$ cat config.mk
export PLATFORM = sky130hd
export DESIGN_NAME = mfc_watchdog
export DESIGN_NICKNAME = d
export VERILOG_FILES = /design/src/rtl/mfc_watchdog.sv
export SDC_FILE = /design/constraint.sdc
export NUM_CORES = 1
export LEC_CHECK = 0
export CAP_MARGIN = 20
export CORE_AREA = 2 2 39 41
export CTS_BUF_LIST = sky130_fd_sc_hd__clkbuf_4
export DETAILED_ROUTE_END_ITERATION = 7
export DIE_AREA = 0 0 41 43
export DONT_BUFFER_PORTS = 1
export GPL_ROUTABILITY_DRIVEN = 0
export PLACE_DENSITY = 0.33
export SKIP_LAST_GASP = 1
export SYNTH_ARGS = -nofsm -noshare
export SYNTH_HDL_FRONTEND = slang
export SYNTH_SLANG_ARGS = --single-unit
$ cat constraint.sdc
create_clock -name clk -period 2.34 [get_ports clk]
set_input_delay 0.117 -clock clk [delete_from_list [all_inputs] [get_ports clk]]
set_output_delay 0.117 -clock clk [all_outputs]
set_load 0.1 [all_outputs]
$ cat src/rtl/mfc_watchdog.sv
// mfc_watchdog: counts MFC-low wait cycles and flags a timeout on the last allowed cycle.
module mfc_watchdog #(
  parameter int MFC_TIMEOUT = 16
) (
  input  logic clk,
  input  logic rst_n,
  input  logic waiting,
  input  logic mfc,
  output logic timeout
);
  localparam int W = $clog2(MFC_TIMEOUT);
  logic [W-1:0] cnt;
  always_ff @(posedge clk or negedge rst_n)
    if (!rst_n) cnt <= '0;
    else if (!waiting) cnt <= '0;
    else if (!mfc) cnt <= cnt + 1'b1;
  assign timeout = waiting && !mfc && cnt == W'(MFC_TIMEOUT - 1);
endmodule

---- After elaboration in Yosys (flattened, before gate mapping) ----
Cells that the tools add are included.
storage, ports and cells
  logic and storage cells ................. 9
  register bits ........................... 4
  output and inout port bits .............. 1
  bits of input ports ..................... 4
operators by class
  add/sub/neg operators ................... 1
  reductions and logical operators ........ 3
  equal/unequal tests ..................... 2
  mux-type cells .......................... 2
operators with widths
  kind                                                            number
  4-bit 2-to-1 mux                                                2
  4-bit by 1-bit adder with 4-bit output (second input constant)  1
  4-bit equality test (second input constant)                     1
  1-bit logical AND                                               2
  2-bit inequality test (second input constant)                   1
  1-bit zero test                                                 1

---- Longest topological paths before layout ----
Gate-level depths: netlist of the first run.
  depth after elaboration ................. 3
  gate-level depth with buffers ........... 4
  mapped depth without buffers ............ 4

---- Least setup slack after synthesis of the first run ----
No wires, ideal clock.
  path kind ............................... flip-flop to output port
  start ................................... register cnt[0]
  end ..................................... output port timeout
  stages on the path, launching flop included .. 4
  slack ................................... 342 ps
  required time ........................... 2223 ps
  buffers on the path ..................... 0
  data arrival time ....................... 1881 ps
  cell sequence ........................... dfrtp_1 ha_1 nand2b_4 nor2_1
between the ends
  longest elaborated chain between the ends .. 2
ends and longest elaborated chain
  what                    line  source
  from (decl)             12    logic [W-1:0] cnt;
  from (signal assigned)  16    else if (!mfc) cnt <= cnt + 1'b1;
  4-bit equality test     17    assign timeout = waiting && !mfc && cnt == W'(MFC_TIMEOUT - 1);
  1-bit logical AND       17
  to (decl)               9     output logic timeout
No other way between the ends.

---- Worst setup path after layout of the first run ----
Same ends and word-level chain as after synthesis.

==> reports/metrics.csv, run 1 <==
stage;metric;value;unit
logic_synthesis;syn-num-nets;22;
final_layout;final_cell_count_no_fill;38;
power;p_leak;0.1177;nW
setup_path;crit_required;2220;ps
drt;drc;0;
cts;cts.sinks;4;
timing;rsz0062_at_grt;false;
power;p_per_area;635.2;nW/µm²
grt;grt_util_met2;6.563;%
timing;period_share;58.72;%
cts;cts_htree_levels;1;
cts;clock_path_buffers;2;
grt;grt_pass1_wl;531;µm
grt;grtUsageMet3;1.571;%
setup_path;crit_path_end_kind;output port;
grt;overflow;0;
power;ir_drop;0.0001861;V
cts;cts-root-buf;clkbuf_4;
die;die_y;43;µm
timing;slew_viol_final;0;
final_layout;layout_commonest_cell;dfrtp_1;
final_layout;regArea;100.1;µm²
timing;slew_headroom;81.59;%
setup_path;slowest_delay;370;ps
setup_path;arrival;1260;ps
grt;grt.busiest_layer;met4;
drt;drt_iter0_drc;1;
drt;vias;131;
hold_path;hold_path.class;in2reg;
final_layout;antenna_cells;0;
grt;antenna_found_initial;0;
timing;setup_tns;0;ps
final_layout;nFillCells;147;
grt;grt_max_degree;6;
final_layout;area_delta_synth_final;30.49;%
logic_synthesis;synth_xor_area_share;12.80;%
power;clockPowerShare;47.1;%
setup_path;crit_chain;ha_1, nand2b_4, nor2_2, buf_4;
timing;skew;1.114;ps
logic_synthesis;ys_ff_latch;4;
final_layout;reg.largest.list;cnt: 4 flops;
die;start_util;14.83;%
die;chipWidth;41;µm
final_layout;drive_above_1_share;27.27;%
drt;antenna_left;0;
hold_path;min_path_cells;1;
grt;grt_pass1_vias;142;
final_layout;final_area;267.8;µm²
setup_path;r2r_start;cnt[0];
cts;cts_resized;0;
logic_synthesis;synth_compound_area_share;0;%
hold_path;worstHoldStart;waiting;
drt;drt_wl_total;316;µm
power;total_power;0.1701;mW
die;boundaryPins;5;
timing;fin_crit;1374;ps
logic_synthesis;yosys_warnings;0;
cts;cts_buffers;3;
power;p_seq_share;44.9;%
die;row_count;14;
place;place_area;235.2;µm²
setup_path;ff2ff_setup_slack;1300;ps
drt;post_drt_wl_per_cell;8.316;µm
power;p_sw;0.03133;mW
power;pwr-share-comb;8.0;%
die;die_area;1763;µm²
logic_synthesis;synthAdderAreaFrac;6.098;%
power;swShare;18.42;%
timing;hold_viol;0;
logic_synthesis;ys_seq_area_share;48.78;%
setup_path;r2r_cells;4;
place;dp_hpwl;266.5;µm
logic_synthesis;synth_top_family_by_area;simple AND/OR/NAND/NOR gates;
run_status;status;finished clean;
cts;clk_pin_slew_worst_paths;30;ps
grt;use_met1;4.870;%
drt;drt_pass1_iterations;2;
setup_path;cp-start-kind;flip-flop;
logic_synthesis;synth_cells;17;
logic_synthesis;synth_area;205.2;µm²
setup_path;critPathMaxFanout;3;
setup_path;r2r-end;cnt[2];
final_layout;final_cell_mix;dfrtp_1, xnor2_1, and2_1, clkbuf_4;
timing;setup_viol;0;
place;placed_cells;34;
timing;tightest_slew;278.4;ps
final_layout;final_util;19.35;%
timing;max_freq;0.7277;GHz
die;core_area;1384;µm²
run;cap_violations;0;
logic_synthesis;synth_cell_type_count;10;
drt;viasPerCell;3.447;
place;io_buffer_count;0;
final_layout;multi_input_area;107.6;µm²
final_layout;largest_reg_flops;4;
hold_path;holdPathEnd;cnt[0];
logic_synthesis;synthMuxAreaShare;4.878;%
cts;cts_tree;yes;
logic_synthesis;avgSynthCellArea;12.07;µm²
setup_path;path_class;reg2out;
final_layout;nets;29;
setup_path;slowest_stage;dfrtp_1;
grt;gr-usage-all-layers;5.136;%
final_layout;top_register;cnt;
logic_synthesis;synth_simple_gate_area_share;27.44;%
power;internal-power;0.1388;mW
cts;clock_latency;230;ps
==> worst max path at each step <==
stage / from / to / slack [ps]
after floorplan: cnt[0] / timeout / 340
after global placement: cnt[0] / timeout / 1190
after detailed placement: cnt[0] / timeout / 1200
after CTS: cnt[0] / timeout / 940
after global routing: cnt[0] / timeout / 910
final: cnt[0] / timeout / 970
==> worst max-delay path, delay by kind of cell (launching register included) <==
kind / cells / cell delay [ps]
DFF: 1 / 370
buffers and inverters: 1 / 290
adders and majority gates: 1 / 210
and+or+nand+nor: 2 / 160
==> power by group through the flow <==
stage | registers [mW] | logic, mW | clock network, mW
2_1_floorplan | 0.0766 | 0.00984 | 0
3_3_place_gp | 0.0773 | 0.0111 | 0
3_5_place_dp | 0.0772 | 0.0111 | 0
4_1_cts | 0.0763 | 0.0138 | 0.0860
5_1_grt | 0.0769 | 0.0147 | 0.0889
6_report | 0.0763 | 0.0136 | 0.0802
==> cells by family (layout without fill, tap and decap cells) <==
kind of cell,Yosys count,count (layout)
adders and majority gates,1,1
buffers and inverters,0,5
xor gates and xnor gates,3,3
muxes,1,1
DFF,4,4
and+or+nand+nor,8,8
==> cell type report <==
cell class                 instances  share of cell area, %
multi-input combinational         13                  40.19
sequential                         4                  37.38
clock buffer                       3                  8.411
tap                               16                  7.477
timing repair buffer               2                  6.542
==> layer usage <==
metal,up-vias,share of wire [%],routed length (µm)
met2,2,54,172
li1,68,-,-
met1,61,39,123
met3,0,6.3,20
met5,-,0,0
met4,0,0,0
==> cells in the mapped netlist <==
library cell / n / area [µm²]
mux2i_1: 1 / 10.01
xnor2_1: 3 / 26.28
nor2_1: 1 / 3.750
nand4b_1: 1 / 8.760
ha_1: 1 / 12.51
nand3_1: 1 / 5.000
nand2b_4: 1 / 13.76
and2_1: 3 / 18.77
nor2b_1: 1 / 6.260
dfrtp_1: 4 / 100.1
==> what timing repair did <==
item	4_1_cts	5_1_grt
hold endpoints to repair	4	0
hold buffers	1	0
buffers inserted	0	0
==> stage by stage <==
stage          hold WS (ps)  setup WS (ps)
2_1_floorplan        -178.6          342.3
3_3_place_gp         -178.5           1190
3_5_place_dp         -178.5           1196
4_1_cts               18.68          943.4
5_1_grt               20.80          907.0
6_report              27.91          965.8
No activity file was read; power rests on OpenSTA's default activity.
==> run 2, diff against run 1 <==
==> constraint.sdc (replaced) <==
create_clock -name clk -period 1.3 [get_ports clk]
set_input_delay 0.065 -clock clk [delete_from_list [all_inputs] [get_ports clk]]
set_output_delay 0.065 -clock clk [all_outputs]
set_load 0.1 [all_outputs]
==> run 2 against run 1 <==
Against the previous run: count of clock-buffer cells in the layout is the same; via count grew 11%; clock skew grew 3.6 ps; sequential cell count is the same; non-clock buffer count grew 2; sequential share of layout area shrank 4.6 points.
==> reports/metrics.csv, run 2 (synthesis gave the netlist of run 1 again) <==
stage;metric;value;unit;change
drt;drt_wl_total;418;µm;+32%
drt;viasPerCell;3.625;;+5.2%
grt;grt_pass1_wl;614;µm;+16%
grt;gr-usage-all-layers;6.048;%;+0.91 points
run_status;status;finished clean;;
final_layout;layout_commonest_cell;dfrtp_1;;
die;boundaryPins;5;;unchanged
drt;antenna_left;0;;unchanged
timing;skew;4.759;ps;+3.645 ps
setup_path;crit_path_end_kind;output port;;
cts;clock_latency;240;ps;about the same
drt;vias;145;;+11%
power;ir_drop;0.0006829;V;+270%
place;pre_cts_ws;258.6;ps;-937.7 ps
power;pwr-share-comb;10.2;%;+2.2 points
power;p_per_area;1058;nW/µm²;+67%
cts;cts-root-buf;clkbuf_4;;
power;p_seq_share;42.5;%;-2.4 points
place;io_buffer_count;0;;unchanged
grt;grt_max_degree;5;;-1
hold_path;hold_path.class;in2reg;;
cts;clk_pin_slew_worst_paths;30;ps;about the same
timing;layout_setup_ws;51.66;ps;-914.2 ps
setup_path;crit_required;1240;ps;-980 ps
final_layout;final_cell_mix;dfrtp_1, xnor2_1, and2_1, clkbuf_4, dlygate4sd3_1;;
final_layout;multi_input_area;115.1;µm²;+7.0%
die;start_util;14.83;%;unchanged
die;row_count;14;;unchanged
timing;period_share;96.03;%;
final_layout;nets;31;;+6.9%
final_layout;final_cell_count_no_fill;40;;+5.3%
die;die_area;1763;µm²;unchanged
setup_path;cp-start-kind;flip-flop;;
final_layout;nFillCells;161;;+9.5%
final_layout;area_delta_synth_final;48.78;%;
timing;slew_headroom;86.84;%;+5.3 points
cts;cts_tree;yes;;
power;p_sw;0.06683;mW;+110%
final_layout;top_register;cnt;;
setup_path;setup.worst_path.start;cnt[1];;
timing;max_freq;0.8011;GHz;
final_layout;regArea;100.1;µm²;unchanged
setup_path;critPathMaxFanout;3;;unchanged
drt;drc;0;;unchanged
timing;setup_viol;0;;unchanged
timing;hold_viol;0;;unchanged
setup_path;path_class;reg2out;;
power;swShare;20.68;%;+2.3 points
grt;antenna_found_initial;0;;unchanged
setup_path;r2r_start;cnt[1];;
setup_path;arrival;1180;ps;-80 ps
cts;cts_buffers;3;;unchanged
final_layout;final_area;305.3;µm²;+14%
run;cap_violations;0;;unchanged
grt;grt_pass1_vias;137;;-3.5%
place;place_area;252.7;µm²;+7.4%
final_layout;final_util;22.06;%;+2.7 points
timing;tightest_slew;196.7;ps;-81.76 ps
place;placed_cells;34;;unchanged
power;p_leak;0.1274;nW;+8.2%
drt;drt_iter0_drc;2;;+1
power;clockPowerShare;47.3;%;+0.2 points
drt;drt_pass1_iterations;2;;unchanged
cts;clock_path_buffers;2;;unchanged
cts;cts.sinks;4;;unchanged
drt;post_drt_wl_per_cell;10.45;µm;+26%
power;internal-power;0.2563;mW;+85%
final_layout;antenna_cells;0;;unchanged
die;chipWidth;41;µm;unchanged
timing;hold_slack;17.60;ps;-10.31 ps
hold_path;worstHoldStart;mfc;;
die;die_y;43;µm;unchanged
cts;cts_htree_levels;1;;unchanged
final_layout;reg.largest.list;cnt: 4 flops;;
final_layout;largest_reg_flops;4;;unchanged
timing;fin_crit;1248;ps;
grt;overflow;0;;unchanged
die;core_area;1384;µm²;unchanged
final_layout;drive_above_1_share;33.33;%;+6.1 points
timing;slew_viol_final;0;;unchanged
run 2: cell types whose count changed in the layout (fill, tap and decap cells not counted):
cell,previous run,this run
buf_12,0,1
dlygate4sd3_1,1,2
ha_1,1,0
ha_2,0,1
nor2_2,1,0
nor2_4,0,1
run 2: power groups by stage:
stage / Sequential, mW / Clock [mW] / Combinational (mW)
after detailed placement: 0.139 / 0 / 0.0193
after global routing: 0.138 / 0.174 / 0.0372
after floorplan: 0.138 / 0 / 0.0180
after CTS: 0.138 / 0.158 / 0.0278
final: 0.137 / 0.153 / 0.0331
after global placement: 0.139 / 0 / 0.0190
run 2: critical path: stages (launching register included):
cell      delay (ps)
dfrtp_1          360
ha_2             210
nand2b_4          70
nor2_4           130
buf_12           180
run 2: area by class of cell:
cell class | instances | area share, %
multi-input combinational | 13 | 37.70
sequential | 4 | 32.79
timing repair buffer | 4 | 15.57
clock buffer | 3 | 7.377
tap | 16 | 6.557
run 2: worst paths after layout:
| kind | to | slack (ps) | cells after the start |
|---|---|---|---|
| setup / recovery | timeout | 50 | 4 |
| hold / removal | cnt[1] | 20 | 2 |
| setup reg to reg | cnt[2] | 290 | 4 |
| hold reg to reg | cnt[1] | 580 | 2 |
| max in group asynchronous | cnt[1] | 1020 | 1 |
| min in group asynchronous | cnt[2] | 100 | 1 |
run 2: repair_timing:
item	CTS	global route
setup endpoints to repair	0	1
buffers inserted	0	1
gates resized for setup	0	1
hold endpoints to repair	8	0
hold buffers	2	0
run 2: per-stage QoR:
stage | total power [mW] | setup TNS (ps)
after global placement | 0.1583 | 0
final | 0.3231 | 0
after detailed placement | 0.1586 | 0
after global routing | 0.3486 | -10.66
after CTS | 0.3232 | 0
after floorplan | 0.1559 | 0
run 2: layer usage:
layer  global-route usage [%]  up-vias  part of all wire, %
met5                        0        -                    0
met4                        0        0                  1.4
met3                    10.47        2                   18
met2                    5.625        9                   35
met1                    7.166       63                   45
li1                         -       71                    -
==> run 3, diff against run 2 <==
--- a/config.mk
+++ b/config.mk
@@ -5,14 +5,14 @@
 export SDC_FILE = /design/constraint.sdc
 export NUM_CORES = 1
 export LEC_CHECK = 0
-export CAP_MARGIN = 20
+export CAP_MARGIN = 5
 export CORE_AREA = 2 2 39 41
 export CTS_BUF_LIST = sky130_fd_sc_hd__clkbuf_4
 export DETAILED_ROUTE_END_ITERATION = 7
 export DIE_AREA = 0 0 41 43
 export DONT_BUFFER_PORTS = 1
 export GPL_ROUTABILITY_DRIVEN = 0
-export PLACE_DENSITY = 0.33
+export PLACE_DENSITY = 0.31
 export SKIP_LAST_GASP = 1
 export SYNTH_ARGS = -nofsm -noshare
 export SYNTH_HDL_FRONTEND = slang
==> run 3 against run 2 <==
Against the previous run: utilization is 0.54 points lower; combinational power is 14% lower; routed wire length is 18% lower; sequential share of layout area is 0.83 points higher; global-route usage is 0.31 points lower; sequential power hardly changed; sequential cell count stayed put; count of clock-buffer cells in the layout stayed put; non-clock buffer count is 1 lower.
==> reports/metrics.csv, run 3 (synthesis gave the netlist of run 1 again) <==
stage;metric;value;unit;change
run_status;status;finished clean;;
drt;post_drt_wl_per_cell;8.821;µm;-16%
final_layout;final_area;297.8;µm²;-2.5%
timing;setup_viol;0;;unchanged
hold_path;hold_path.class;in2reg;;
timing;period_share;95.18;%;-0.84 points
grt;grt_max_degree;5;;unchanged
timing;fin_crit;1237;ps;-10.94 ps
cts;clk_pin_slew_worst_paths;30;ps;about the same
power;p_per_area;1057;nW/µm²;-0.19%
cts;cts_buffers;3;;unchanged
setup_path;r2r_start;cnt[0];;
place;io_buffer_count;0;;unchanged
grt;antenna_found_initial;0;;unchanged
drt;drt_iter0_drc;3;;+1
power;ir_drop;0.0004479;V;-34%
final_layout;antenna_cells;0;;unchanged
setup_path;crit_required;1240;ps;about the same
setup_path;path_class;reg2out;;
drt;viasPerCell;3.538;;-2.4%
cts;cts-root-buf;clkbuf_4;;
timing;setup_tns;0;ps;unchanged
drt;drt_pass1_iterations;2;;unchanged
final_layout;area_delta_synth_final;45.12;%;
drt;drc;0;;unchanged
grt;overflow;0;;unchanged
place;place_area;252.7;µm²;unchanged
final_layout;largest_reg_flops;4;;unchanged
timing;skew;2.558;ps;-2.201 ps
die;die_area;1763;µm²;unchanged
hold_path;worstHoldStart;mfc;;
die;die_y;43;µm;unchanged
cts;cts_setup_buffers;0;;unchanged
cts;cts_tree;yes;;
place;placed_cells;34;;unchanged
setup_path;setup.worst_path.start;cnt[0];;
place;pre_cts_ws;262.4;ps;+3.793 ps
final_layout;final_util;21.52;%;-0.54 points
timing;tightest_slew;199.5;ps;+2.828 ps
power;p_leak;0.1223;nW;-4.0%
die;boundaryPins;5;;unchanged
final_layout;drive_above_1_share;30.43;%;-2.9 points
timing;slew_viol_final;0;;unchanged
cts;clock_latency;230;ps;about the same
final_layout;top_register;cnt;;
final_layout;reg.largest.list;cnt: 4 flops;;
drt;drt_wl_total;344;µm;-18%
final_layout;final_cell_mix;dfrtp_1, xnor2_1, and2_1, clkbuf_4, dlygate4sd3_1;;
die;row_count;14;;unchanged
setup_path;crit_path_end_kind;output port;;
drt;vias;138;;-4.8%
power;total_power;0.3146;mW;-2.6%
die;start_util;14.83;%;unchanged
timing;hold_viol;0;;unchanged
drt;antenna_left;0;;unchanged
grt;grt_pass1_vias;153;;+12%
timing;slew_headroom;86.66;%;-0.19 points
cts;cts.sinks;4;;unchanged
setup_path;arrival;1170;ps;about the same
final_layout;nets;30;;-3.2%
timing;layout_setup_ws;62.61;ps;+10.94 ps
grt;gr-usage-all-layers;5.740;%;-0.31 points
timing;max_freq;0.8082;GHz;+0.88%
die;core_area;1384;µm²;unchanged
setup_path;cp-start-kind;flip-flop;;
final_layout;final_cell_count_no_fill;39;;-2.5%
final_layout;layout_commonest_cell;dfrtp_1;;
cts;cts_htree_levels;1;;unchanged
grt;grt_pass1_wl;579;µm;-5.7%
setup_path;critPathMaxFanout;3;;unchanged
run;cap_violations;0;;unchanged
die;chipWidth;41;µm;unchanged
timing;hold_slack;31.00;ps;+13.41 ps
cts;clock_path_buffers;2;;unchanged
run 3: cell count changes in the layout (fill, tap and decap cells not counted):
cell and delta:
buf_4 -1
run 3: layout make-up:
| type | instances | area (µm²) |
|---|---|---|
| Timing Repair Buffer | 3 | 40.04 |
| Multi-Input combinational cell | 13 | 115.1 |
| Tap cell | 16 | 20.02 |
| Fill cell | 149 | 1086 |
| Sequential cell | 4 | 100.1 |
| Clock buffer | 3 | 22.52 |
run 3: power by group:
group / switching (mW) / internal [mW] / leakage [nW]
clock network: 0.0455 / 0.103 / 0.0138
logic: 0.0104 / 0.0180 / 0.0541
registers: 0.00610 / 0.132 / 0.0544
total: 0.0620 / 0.253 / 0.122
run 3: routing by layer:
metal	share of wire [%]	up-vias	global-route usage, %	wire, µm
li1	-	69	-	-
met1	48	66	6.169	164
met2	44	3	6.250	151
met3	8.1	0	7.853	28
met4	0	0	2.000	0
met5	0	-	0	0
run 3: path summary, 6_finish.rpt:
path	endpoint	slack (ps)	cells after the start
max	timeout	60	4
min	cnt[1]	30	2
max reg2reg	cnt[2]	260	4
min reg2reg	cnt[1]	590	2
max in group asynchronous	cnt[1]	1010	1
min in group asynchronous	cnt[3]	110	1
run 3: critical path, cell delays in order (launching register included):
cell and delay, ps:
dfrtp_1 380, ha_2 210, nand2b_4 70, nor2_4 100
buf_12 180
run 3: what timing repair did:
action | 4_1_cts | 5_1_grt
resized for setup | 0 | 1
hold buffers | 2 | 0
endpoints found under the hold margin | 8 | 0
setup endpoints to repair | 0 | 1
